<file path="src/rtl/sig_bnc_gen_pkg.sv">
// Shared types and constants for the bouncing-edge generator and its LFSR.
package sig_bnc_gen_pkg;

    typedef enum logic [2:0] {
        StIdle,
        StHi,
        StLo,
        StSettle,
        StDone
    } bnc_state_e;

    localparam int unsigned LfsrWidth = 16;
    localparam logic [LfsrWidth-1:0] LfsrMask = 16'hB400;

    // Time base shared with the sig_deb receiver.
    localparam int unsigned DefClksPerSmpl = 16;

    // Galois right-shift step.
    function automatic logic [LfsrWidth-1:0] lfsr_next(input logic [LfsrWidth-1:0] cur);
        return (cur >> 1) ^ (cur[0] ? LfsrMask : '0);
    endfunction

endpackage

</file>
<file path="src/rtl/lfsr16.sv">
// Free-running 16-bit Galois LFSR with a synchronous reload of its seed.
module lfsr16
    import sig_bnc_gen_pkg::*;
#(
    parameter logic [LfsrWidth-1:0] SEED = 16'hACE1
) (
    input  logic                 clk,
    input  logic                 rst_n,
    output logic [LfsrWidth-1:0] o_val
);

    if (SEED == '0) begin : g_bad_seed
        $error("lfsr16: an all-zero seed locks the LFSR");
    end

    always_ff @(posedge clk) begin
        if (!rst_n) begin
            o_val <= SEED;
        end else begin
            o_val <= lfsr_next(o_val);
        end
    end

endmodule

</file>
<file path="src/rtl/sig_bnc_gen.sv">
// Produces a reproducible bouncing switch edge on o_sig on request, then holds the
// target level for a full settle time before pulsing o_done.
module sig_bnc_gen
    import sig_bnc_gen_pkg::*;
#(
    parameter int unsigned   CLKS_PER_SMPL = DefClksPerSmpl,
    parameter int unsigned   MAX_BNC       = 6,
    parameter int unsigned   GLITCH_MAX    = 8,
    parameter int unsigned   SETTLE_SMPL   = 8,
    parameter logic [15:0]   LFSR_SEED     = 16'hACE1
) (
    input  logic       clk,
    input  logic       rst_n,
    input  logic       i_req,
    input  logic       i_lvl,
    output logic       o_sig,
    output logic       o_busy,
    output logic       o_done,
    output logic [3:0] o_bnc_cnt
);

    localparam int unsigned SettleClks = SETTLE_SMPL * CLKS_PER_SMPL;
    localparam int unsigned CntSpan    = (SettleClks > 16) ? SettleClks : 16;
    localparam int unsigned CntW       = $clog2(CntSpan);

    localparam logic [CntW-1:0] SettleLoad = CntW'(SettleClks - 1);
    localparam logic [3:0]      GlitchMask = 4'(GLITCH_MAX - 1);
    localparam logic [3:0]      MaxBnc     = 4'(MAX_BNC);

    if (CLKS_PER_SMPL < 1 || SETTLE_SMPL < 1) begin : g_bad_time
        $error("sig_bnc_gen: CLKS_PER_SMPL and SETTLE_SMPL must be >= 1");
    end
    if (MAX_BNC > 15) begin : g_bad_bnc
        $error("sig_bnc_gen: MAX_BNC must be <= 15");
    end
    if (GLITCH_MAX < 1 || GLITCH_MAX > 16 || (GLITCH_MAX & (GLITCH_MAX - 1)) != 0)
    begin : g_bad_glitch
        $error("sig_bnc_gen: GLITCH_MAX must be a power of 2 no larger than 16");
    end

    logic [LfsrWidth-1:0] r;

    lfsr16 #(
        .SEED (LFSR_SEED)
    ) u_lfsr (
        .clk   (clk),
        .rst_n (rst_n),
        .o_val (r)
    );

    logic unused_r;
    assign unused_r = ^r[LfsrWidth-1:8];

    bnc_state_e      state;
    logic            tgt;
    logic [3:0]      n;
    logic [CntW-1:0] cnt;
    logic [3:0]      n_pick;
    logic [CntW-1:0] w_load;

    // Counters hold (width - 1), so a phase lasts exactly w clocks.
    always_comb begin
        n_pick = (r[3:0] > MaxBnc) ? MaxBnc : r[3:0];
        w_load = CntW'(r[7:4] & GlitchMask);
    end

    always_ff @(posedge clk) begin
        if (!rst_n) begin
            state     <= StIdle;
            tgt       <= 1'b0;
            n         <= '0;
            cnt       <= '0;
            o_sig     <= 1'b0;
            o_busy    <= 1'b0;
            o_done    <= 1'b0;
            o_bnc_cnt <= '0;
        end else begin
            o_done <= 1'b0;
            unique case (state)
                StIdle: begin
                    if (i_req) begin
                        tgt    <= i_lvl;
                        o_sig  <= i_lvl;
                        o_busy <= 1'b1;
                        if (i_lvl == o_sig || n_pick == 4'd0) begin
                            n         <= '0;
                            o_bnc_cnt <= '0;
                            cnt       <= SettleLoad;
                            state     <= StSettle;
                        end else begin
                            n         <= n_pick;
                            o_bnc_cnt <= n_pick;
                            cnt       <= w_load;
                            state     <= StHi;
                        end
                    end
                end
                StHi: begin
                    if (cnt != '0) begin
                        cnt <= cnt - CntW'(1);
                    end else begin
                        o_sig <= ~tgt;
                        cnt   <= w_load;
                        state <= StLo;
                    end
                end
                StLo: begin
                    if (cnt != '0) begin
                        cnt <= cnt - CntW'(1);
                    end else begin
                        o_sig <= tgt;
                        n     <= n - 4'd1;
                        if (n == 4'd1) begin
                            cnt   <= SettleLoad;
                            state <= StSettle;
                        end else begin
                            cnt   <= w_load;
                            state <= StHi;
                        end
                    end
                end
                StSettle: begin
                    if (cnt != '0) begin
                        cnt <= cnt - CntW'(1);
                    end else begin
                        o_done <= 1'b1;
                        state  <= StDone;
                    end
                end
                StDone: begin
                    o_busy <= 1'b0;
                    state  <= StIdle;
                end
                default: state <= StIdle;
            endcase
        end
    end

endmodule

</file>
<file path="config.mk">
export PLATFORM = sky130hd
export DESIGN_NAME = sig_bnc_gen
export DESIGN_NICKNAME = d
export VERILOG_FILES = /design/src/rtl/sig_bnc_gen_pkg.sv /design/src/rtl/lfsr16.sv /design/src/rtl/sig_bnc_gen.sv
export SDC_FILE = /design/constraint.sdc
export NUM_CORES = 1
export LEC_CHECK = 0
export BUFFER_PORTS_ARGS = -buffer_cell sky130_fd_sc_hd__buf_2
export CORE_ASPECT_RATIO = 1.4
export CORE_UTILIZATION = 63
export CTS_CLUSTER_SIZE = 10
export DETAILED_ROUTE_END_ITERATION = 10
export PLACE_DENSITY_LB_ADDON = 0.25
export REMOVE_ABC_BUFFERS = 1
export SKIP_CTS_REPAIR_TIMING = 1
export SLEW_MARGIN = 20
export SYNTH_ARGS = -nofsm -noshare
export SYNTH_HDL_FRONTEND = slang
export SYNTH_SLANG_ARGS = --single-unit
</file>
<file path="constraint.sdc">
create_clock -name clk -period 3.5 [get_ports clk]
set_clock_uncertainty 0.15 [all_clocks]
set_input_delay 0.175 -clock clk [delete_from_list [all_inputs] [get_ports clk]]
set_output_delay 0.175 -clock clk [all_outputs]
set_load 0.005 [all_outputs]
</file>
**Yosys cells after proc, flatten, opt, wreduce, memory -nomap -nowiden**

Cells that the tools add are included.
W data, S select, Z words.

- Add/sub/neg operators: 2
- Shifts and indexed selects: 0
- Eq/ne operators: 11
- Reduce and logical (&&, ||, !) cells: 15
- Divide/modulo/power cells: 0
- Multipliers: 0
- Bitwise operators: 2
- Multiplexer cells: 27
- Magnitude comparators: 1

Operators with widths:

| cell | count |
|---|---|
| $mux W7 | 6 |
| $pmux W7 S4 | 1 |
| $mux W16 | 1 |
| $mux W4 | 4 |
| $xor A15 B16 Y16 | 1 |
| $mux W3 | 4 |
| $pmux W3 S4 | 1 |
| $ne A2 B2 Y1 const B | 5 |
| $pmux W4 S2 | 1 |
| $reduce_and A4 Y1 | 2 |
| $reduce_bool A7 Y1 | 1 |
| $sub A7 B1 Y7 const B | 1 |
| $eq A3 B2 Y1 const B | 2 |
| $reduce_and A2 Y1 | 3 |
| $reduce_and A3 Y1 | 2 |
| $mux W1 | 5 |
| $eq A4 B1 Y1 const B | 1 |
| $gt A4 B3 Y1 const B | 1 |
| $logic_not A4 Y1 | 1 |
| $mux W2 | 2 |
| $reduce_bool A2 Y1 | 2 |
| $reduce_bool A4 Y1 | 1 |
| $sub A4 B1 Y4 const B | 1 |
| $eq A3 B1 Y1 const B | 1 |
| 8 further kinds | 8 |

- Memory bits (writable): 0
- Output and inout bits: 7
- Latch bits: 0
- Word-level logic and storage cells: 67
- Memories: 0
- Bits in read-only memories: 0
- Bits in registers: 38

**Logic depth before layout (Yosys ltp)**

Gate-level depths: netlist (run 1).

- Depth after elaboration: 7
- Mapped depth: 8

**Hierarchy**

A second synthesis (run 1) with hierarchy kept.

- Cell total of the unflattened synthesis: 209
- Area, all modules: 1938.1 µm²

By module, submodules not included:

| module | area each (µm²) | instances | sequential area each (µm²) | cells an instance |
|---|---|---|---|---|
| sig_bnc_gen | 1485.2 | 1 | 440.4 | 173 |
| lfsr16 | 452.9 | 1 | 320.3 | 36 |

**Worst setup path before layout (run 1)**

Ideal clock, no wire load.

- Path kind: register to register
- Start point: register cnt[0]
- End point: register cnt[0]
- Arrival time: 1.697 ns
- Cell stages (with the launch flop): 9
- Setup slack: 1.566 ns
- Library setup time: 0.087 ns
- Clock period less this slack: 1.934 ns
- Buffers on the path: 1
- Cell sequence: dfxtp_1 inv_1 ha_1 nor4b_4 and2_1 buf_2 a31oi_1 nand2_1 o31ai_1

- Word-level cells in the longest chain between the ends: 3

RTL lines:

| what | RTL line | RTL |
|---|---|---|
| from (decl) | sig_bnc_gen.sv:57 | `logic [CntW-1:0] cnt;` |
| from (signal assigned) | sig_bnc_gen.sv:88 | `cnt <= SettleLoad;` |
| from (signal assigned) | sig_bnc_gen.sv:93 | `cnt <= w_load;` |
| from (signal assigned) | sig_bnc_gen.sv:100 | `cnt <= cnt - CntW'(1);` |
| $sub A7 B1 Y7 / $reduce_bool A7 Y1 (equally long branches) | -- |  |
| $mux W7, or another cell as far along | sig_bnc_gen.sv:123 | `if (cnt != '0) begin` |
| $pmux W7 S4 / $reduce_and A3 Y1 (equally long branches) | -- |  |

Several ways; a longest one is shown, not always the timed one. The select of a mux whose other input is x is not followed.
A chain may end at the register's enable or synchronous reset.

**Final worst setup path (run 1)**

- Start point: register state[0]
- End point: register n[3]

- Word-level cells in the longest chain between the ends: 3

RTL lines:

| what | RTL line | RTL |
|---|---|---|
| from (decl) | sig_bnc_gen.sv:54 | `bnc_state_e state;` |
| from (signal assigned) | sig_bnc_gen.sv:69 | `state <= StIdle;` |
| from (signal assigned) | sig_bnc_gen.sv:89 | `state <= StSettle;` |
| from (signal assigned) | sig_bnc_gen.sv:94 | `state <= StHi;` |
| $eq A3 B2 Y1 / $logic_not A3 Y1 (equally long branches) | sig_bnc_gen.sv:79 | `unique case (state)` |
| $ne A2 B2 Y1 (no line) / $reduce_bool A2 Y1 (equally long branches) | -- |  |
| $reduce_and A3 Y1 (no line) | -- |  |
| to (signal assigned) | sig_bnc_gen.sv:91 | `n <= n_pick;` |
| to (signal assigned) | sig_bnc_gen.sv:112 | `n <= n - 4'd1;` |
| to (decl) | sig_bnc_gen.sv:56 | `logic [3:0] n;` |

Several ways; a longest one is shown, not always the timed one.

==> impl_results.md, run 1 <==
- Layout cells sized above 1: 0.109
- Grt ovf: 0
- Status: complete, no violations
- Mapped Area: 1790 sq um
- Setup violation total in the final timing report: 0
- Critical path arrival: 2340 ps
- Final hold vios: 0
- CTS Buf Count: 5
- CP Launch Point: state[0]$_SDFFE_PN0P_
- Via count: 1585
- Drt pass-1 iters: 4
- Routed wire length: 3.91 mm
- Global-route wire length before repair: 6.37 mm
- Finished Core Util: 0.737
- Port Buffers: 10
- Initial antenna violation count: 0
- Worst skew pair latency: 360 ps
- DR WL/cell: 15.2 um
- Actual slew at the worst max-slew pin: 695 ps
- Core footprint: 2670 sq um
- Final Cycle Share: 0.648
- DRC: 0
- Initial Utilization: 0.672
- Unrepaired setup endpoints after global routing: no
- Commonest register cell after synthesis: dfxtp_1
- Area growth, synth to finish: 9.69%
- Fmax: 441 MHz
- Register area share after synthesis: 0.424
- Yosys cell types: 46
- Slew Viols, Final: 0
- CTS tree: done
- Ys async rst share: 0
- GP Congestion: 0.939
- Final min period: 2270 ps
- Die ar.: 3070 sq um
- Vert. Die Dim: 65.1 um
- Lkg Pwr: 0.000755 uW
- Reg2reg start: state[0]$_SDFFE_PN0P_
- Iteration-0 DRC Markers: 65
- Vias in the first global route: 1454
- Detail Placement HPWL: 2.71 mm
- Total GRT Usage: 0.293
- Crit-path max FO: 15
- Setup TNS: 0 ps
- Std-Cell Rows: 22
- Diode count: 0
- Fin nets: 227
- Max Cap Viol: 0
- Post-route ant nets: 0
- Sink Count: 38
- Ys Warns: 0
- Crit path launch type: flip-flop
- Drt via density: 6.17
- Clk pin slew, worst setup/hold paths: 120 ps
- Avg Inst Size Synth: 8.50 sq um
- Maximum clock insertion buffer count: 2
- Setup crit end kind: flip-flop
- Clk root buf: clkbuf_4
- Number of synthesized flops with an enable pin: 0
- Mapped Cells: 211
- Power per Cell Area: 759 nW/um^2
- Peak supply drop: 483 uV
- Critical path class: flip-flop to flip-flop
- Hold path start: i_req
- Overall die width: 47.1 um
- I/O Pins: 11
- Req. time, crit path: 3570 ps
- Relative max-transition margin: 0.530
- Maximum number of pins on one net before global-route repair: 29
- Worst hold path class: input port to flip-flop
- Flops & latches, synth: 38
- H-tree levels: 2
## state kept, by name, summed over array words and instances (netlist names)
name          flops
cnt               7
n                 4
o_bnc_cnt         4
o_busy            1
o_done            1
o_sig             1
state             3
tgt               1
u_lfsr.o_val     16
## worst paths after layout
kind	to	slack, ps	cells after the start
setup / recovery	n[3]$_SDFFE_PN0P_	1230	5
hold / removal	o_busy$_SDFFE_PN0P_	30	3
setup reg to reg	n[3]$_SDFFE_PN0P_	1230	5
hold reg to reg	u_lfsr.o_val[7]$_SDFF_PN1_	270	1
## placed cells by master (no fill, tap or decap), drive strengths merged, types with 2 or more instances in the layout
| cell | instances |
|---|---|
| inv | 9 |
| ha | 3 |
| dfxtp | 38 |
| nor2 | 14 |
| o21bai | 2 |
| or3b | 2 |
| mux2i | 2 |
| nand2 | 21 |
| clkbuf | 5 |
| nand3 | 12 |
| o31ai | 4 |
| a21oi | 9 |
| nand4b | 2 |
| a211oi | 2 |
| nor4b | 2 |
| nand2b | 8 |
| o22ai | 2 |
| buf | 10 |
| nor4 | 3 |
| o21ai | 8 |
| o21a | 3 |
| a31oi | 7 |
| o211ai | 2 |
| nor3 | 9 |
| nor2b | 3 |
| bufinv | 2 |
| nand4 | 2 |
| or2 | 2 |
| a21o | 2 |
| nor3b | 2 |
| xnor2 | 6 |
| and2 | 9 |
## final cells by class
cell class / count / area (sq um)
clock inverter: 3 / 68.8
fill: 220 / 702
sequential: 38 / 761
clock buffer: 5 / 37.5
multi-input combinational: 155 / 962
inverter: 9 / 33.8
tap: 36 / 45.0
timing repair buffer: 11 / 60.1
## metal layers
metal / routed length [um] / track usage / share of wire
met4: 142 / 0.143 / 0.036
met5: 0 / 0 / 0
met1: 1580 / 0.341 / 0.41
met2: 1980 / 0.481 / 0.51
met3: 199 / 0.0714 / 0.051
## report_power, final
part,leakage [uW],switching [uW],internal [uW]
Clock,0.0000554,155,223
Combinational,0.000385,297,216
Sequential,0.000314,97.8,505
Total,0.000755,550,944
## through the flow
step	cell area (sq um)	total power (uW)	std cells	setup slack (ps)	hold slack, ps
2_1_floorplan	1760	983	202	1590	86.9
3_3_place_gp	1850	1100	248	1380	238
3_5_place_dp	1850	1110	248	1320	251
4_1_cts	1960	1490	256	1280	-53.6
5_1_grt	1970	1580	257	1070	18.9
6_report	1970	1490	257	1230	26.2
## synth_stat cells (6+ instances only)
| master | n | area [sq um] |
|---|---|---|
| xnor2_1 | 6 | 52.6 |
| inv_1 | 9 | 33.8 |
| nand2_1 | 21 | 78.8 |
| clkbuf_1 | 6 | 22.5 |
| nand2b_1 | 8 | 50.1 |
| a21oi_1 | 9 | 45.0 |
| nor2_1 | 14 | 52.6 |
| dfxtp_1 | 38 | 761 |
| a31oi_1 | 7 | 43.8 |
| nor3_1 | 9 | 45.0 |
| o21ai_0 | 7 | 35.0 |
| nand3_1 | 12 | 60.1 |
| and2_1 | 9 | 56.3 |
## cell families after synthesis
| group | after synthesis | share of synthesized area |
|---|---|---|
| AO/OA/AOI/OAI | 49 | 0.181 |
| XOR/XNOR | 7 | 0.0342 |
| adder cells (fa/ha/maj) | 3 | 0.0209 |
| buffers and inverters | 18 | 0.0397 |
| flip-flops | 38 | 0.424 |
| multiplexers | 2 | 0.0112 |
| AND/OR/NAND/NOR | 94 | 0.289 |
## worst max-delay path: stages, from the launching register on
cell and delay, ps:
dfxtp_1 490, nor4b_1 690, a31oi_1 290, nor4_2 300, xnor2_1 170, nor3_1 60
No activity file was read; power rests on OpenSTA's default activity.
==> run 2: changes to the inputs <==
--- a/config.mk
+++ b/config.mk
@@ -5,9 +5,10 @@
 export SDC_FILE = /design/constraint.sdc
 export NUM_CORES = 1
 export LEC_CHECK = 0
+export ABC_AREA = 1
 export BUFFER_PORTS_ARGS = -buffer_cell sky130_fd_sc_hd__buf_2
 export CORE_ASPECT_RATIO = 1.4
-export CORE_UTILIZATION = 63
+export CORE_UTILIZATION = 59
 export CTS_CLUSTER_SIZE = 10
 export DETAILED_ROUTE_END_ITERATION = 10
 export PLACE_DENSITY_LB_ADDON = 0.25
==> constraint.sdc (replaced) <==
create_clock -name clk -period 2.3 [get_ports clk]
set_clock_uncertainty 0.15 [all_clocks]
set_input_delay 0.115 -clock clk [delete_from_list [all_inputs] [get_ports clk]]
set_output_delay 0.115 -clock clk [all_outputs]
set_load 0.005 [all_outputs]
==> run 2 against run 1 <==
  * Sequential share of layout area decreased by 1.6 points
  * Critical path depth increased by 6
  * Setup slack got worse by 760 ps
  * Final cell count increased by 20%
  * The flow now finishes with violations (negative hold slack)
  * Power increased by 82%
  * Via count increased by 1.0%
  * Synthesized cell count increased by 22%
  * Largest power group is now combinational cells
  * Fmax increased by 24%
  * Die area increased by 10%
  * Largest cell class unchanged
  * Combinational power increased by 140%
==> impl_results.md, run 2 <==
- Status: complete, but fails checks (was complete, no violations)
- Violated checks: negative hold slack
- Clk pin slew, worst setup/hold paths: 80 ps (was 120 ps)
- Reg2reg start: cnt[0]$_SDFFE_PN0P_ (was state[0]$_SDFFE_PN0P_)
- Hold path start: i_lvl (was i_req)
- Fmax: 548 MHz (was 441 MHz)
- Worst skew pair latency: 290 ps (was 360 ps)
- Peak supply drop: 758 uV (was 483 uV)
- Register area share after synthesis: 0.410 (was 0.424)
- Slew Viols, Final: 0 (unchanged)
- Commonest non-fill, non-tap cell in the layout: nand2_1 (was dfxtp_1)
- Unrepaired setup endpoints after global routing: no (unchanged)
- Reg2Reg Depth: 11 (was 5)
- Die ar.: 3370 sq um (was 3070 sq um)
- Overall die width: 49.4 um (was 47.1 um)
- Area growth, synth to finish: 10.8% (was 9.69%)
- Lkg Pwr: 0.00102 uW (was 0.000755 uW)
- CTS Buf Count: 5 (unchanged)
- Crit path launch type: flip-flop (unchanged)
- Final Cycle Share: 0.793 (was 0.648)
- Diode count: 0 (unchanged)
- Maximum number of pins on one net before global-route repair: 18 (was 29)
- Power per Cell Area: 1330 nW/um^2 (was 759 nW/um^2)
- Req. time, crit path: 2330 ps (was 3570 ps)
- Yosys cell types: 34 (was 46)
- Commonest register cell after synthesis: dfxtp_1 (unchanged)
- Layout cells sized above 1: 0.185 (was 0.109)
- Post-route ant nets: 0 (unchanged)
- H-tree levels: 2 (unchanged)
- Clk root buf: clkbuf_8 (was clkbuf_4)
- Drt via density: 5.20 (was 6.17)
- Final hold vios: 1 (was 0)
- Mapped Cells: 257 (was 211)
- Detail Placement HPWL: 2.76 mm (was 2.71 mm)
- Max Cap Viol: 0 (unchanged)
- Setup crit end kind: flip-flop (unchanged)
- Vert. Die Dim: 68.3 um (was 65.1 um)
- Placed cell count: 301 (was 248)
- Reg-to-reg endpoint: state[1]$_SDFFE_PN0P_ (was n[3]$_SDFFE_PN0P_)
- Avg Inst Size Synth: 7.22 sq um (was 8.50 sq um)
- CP Launch Point: cnt[0]$_SDFFE_PN0P_ (was state[0]$_SDFFE_PN0P_)
- Cell Count, Final, Fillers Out: 308 (was 257)
- Worst hold path class: input port to flip-flop (unchanged)
- DRC: 0 (unchanged)
- Ys Warns: 0 (unchanged)
- Via count: 1601 (was 1585)
- Initial antenna violation count: 0 (unchanged)
- Std-Cell Rows: 23 (was 22)
- Leading cell types in the layout, fill and taps excluded: nand2_1 (62), dfxtp_1 (38), inv_1 (29) (was dfxtp_1 (38), nand2_1 (21), nor2_1 (14))
- Actual slew at the worst max-slew pin: 389 ps (was 695 ps)
- Final min period: 1820 ps (was 2270 ps)
- Fin nets: 278 (was 227)
- Setup violation total in the final timing report: 0 (unchanged)
- Core footprint: 2940 sq um (was 2670 sq um)
- Worst hold slack: -3.81 ps (was 26.2 ps)
- Critical path arrival: 1860 ps (was 2340 ps)
- Most frequent cells after synthesis: nand2_1 (62), dfxtp_1 (38), inv_1 (29) (was dfxtp_1 (38), nand2_1 (21), nor2_1 (14))
- DR WL/cell: 12.3 um (was 15.2 um)
- Hold endpoint: tgt$_SDFFE_PN0P_ (was o_busy$_SDFFE_PN0P_)
- Mapped Area: 1850 sq um (was 1790 sq um)
- Port Buffers: 10 (unchanged)
- I/O Pins: 11 (unchanged)
- Yosys top cell by area: dfxtp_1 (unchanged)
- Initial Utilization: 0.632 (was 0.672)
- Relative max-transition margin: 0.740 (was 0.530)
- Total GRT Usage: 0.257 (was 0.293)
- CTS tree: done (unchanged)
- Critical path class: flip-flop to flip-flop (unchanged)
- Drt pass-1 iters: 4 (unchanged)
- Hold Crit Depth: 3 (unchanged)
- Count leader, synth: nand2_1 (was dfxtp_1)
- Tot Pwr: 2720 uW (was 1490 uW)
- Setup TNS: 0 ps (unchanged)
- Maximum clock insertion buffer count: 2 (unchanged)
- Global-route wire length before repair: 6.48 mm (was 6.37 mm)
- Iteration-0 DRC Markers: 40 (was 65)
- Number of synthesized flops with an enable pin: 0 (unchanged)
- Biggest regs: u_lfsr.o_val (16), cnt (7) (unchanged)
- Sink Count: 38 (unchanged)
- GP Congestion: 0.901 (was 0.939)
- Routed wire length: 3.78 mm (was 3.91 mm)
- Share of the synthesized area in the top cell type: 0.410 (was 0.424)
- Fillers: 266 (was 220)
- Grt ovf: 0 (unchanged)
- Flops & latches, synth: 38 (unchanged)
- Area contributors post-synth: dfxtp_1 (41%), nand2_1 (13%), inv_1 (5.9%) (was dfxtp_1 (42%), nand2_1 (4.4%), nand3_1 (3.3%))
- R2R setup slack: 480 ps (was 1230 ps)
- Ys async rst share: 0 (unchanged)
- Largest register by flop count: u_lfsr.o_val (unchanged)
- Crit-path max FO: 10 (was 15)
- Max reg flops: 16 (unchanged)
- Vias in the first global route: 1470 (was 1454)
==> run 2: cell types whose count changed in the layout (fill, tap and decap cells not counted), moves of 6 or more <==
cell      delta
nand2_1     +41
and2_1       -9
a21oi_1      +9
nand2_2      +6
clkbuf_8     +6
inv_2        +9
nor2_1       +8
inv_1       +20
a31oi_1      -6
nor3_1       -8
nand2b_1     -8
o21ai_1      +8
==> run 2: area by class of cell <==
cell class	instances	area (sq um)	area share
Clock buffer	6	82.6	0.0402
Clock inverter	1	30.0	0.0146
Inverter	38	143	0.0694
Multi-Input combinational cell	177	935	0.455
Sequential cell	38	761	0.370
Tap cell	37	46.3	0.0225
Timing Repair Buffer	11	57.6	0.0280
==> run 2: worst max path at each step <==
stage / to / slack, ps / cells past startpoint
after global placement: state[1]$_SDFFE_PN0P_ / 570 / 11
after detailed placement: state[1]$_SDFFE_PN0P_ / 500 / 11
after global routing: cnt[1]$_SDFFE_PN0P_ / 350 / 9
after floorplan: n[3]$_SDFFE_PN0P_ / 670 / 8
final: state[1]$_SDFFE_PN0P_ / 480 / 11
after CTS: state[1]$_SDFFE_PN0P_ / 490 / 11
==> run 2: per-layer routing <==
layer / track usage / wire, um / up-vias
met1: 0.298 / 1750 / 713
met5: 0 / 0 / -
li1: - / - / 842
met4: 0.125 / 78 / 0
met2: 0.454 / 1800 / 39
met3: 0.0533 / 148 / 7
==> run 2: critical path: stages, from the launching register on <==
cell     delay [ps]
dfxtp_1         330
inv_1           110
ha_1            260
inv_2            50
nor2_2          120
nand3_4         160
nand2_1         140
nand2_1          70
inv_2            70
nand2_1          60
o21ai_1         130
a21oi_1          60
==> run 2: through the flow <==
| stage | setup WS (ps) | cell area, sq um | util |
|---|---|---|---|
| detailed placement | 502 | 1940 | 0.662 |
| floorplan | 666 | 1840 | - |
| global route | 354 | 2050 | 0.700 |
| global placement | 565 | 1940 | 0.662 |
| CTS | 486 | 2050 | 0.700 |
| finish | 475 | 2050 | 0.700 |
==> run 2: power by group <==
part / total, uW / internal, uW / switching [uW]
sequential: 932 / 792 / 140
combinational: 1220 / 434 / 783
clock: 575 / 347 / 229
total: 2720 / 1570 / 1150
==> run 2: logic make-up (layout without fill, tap and decap cells) <==
| kind of cell | count (synthesis) | in the layout | share of synthesized area |
|---|---|---|---|
| xor+xnor | 7 | 7 | 0.0331 |
| flops | 38 | 38 | 0.410 |
| buf+inv | 42 | 56 | 0.0857 |
| compound gates | 43 | 43 | 0.133 |
| simple gates | 124 | 124 | 0.318 |
| fa+ha+maj | 3 | 3 | 0.0202 |
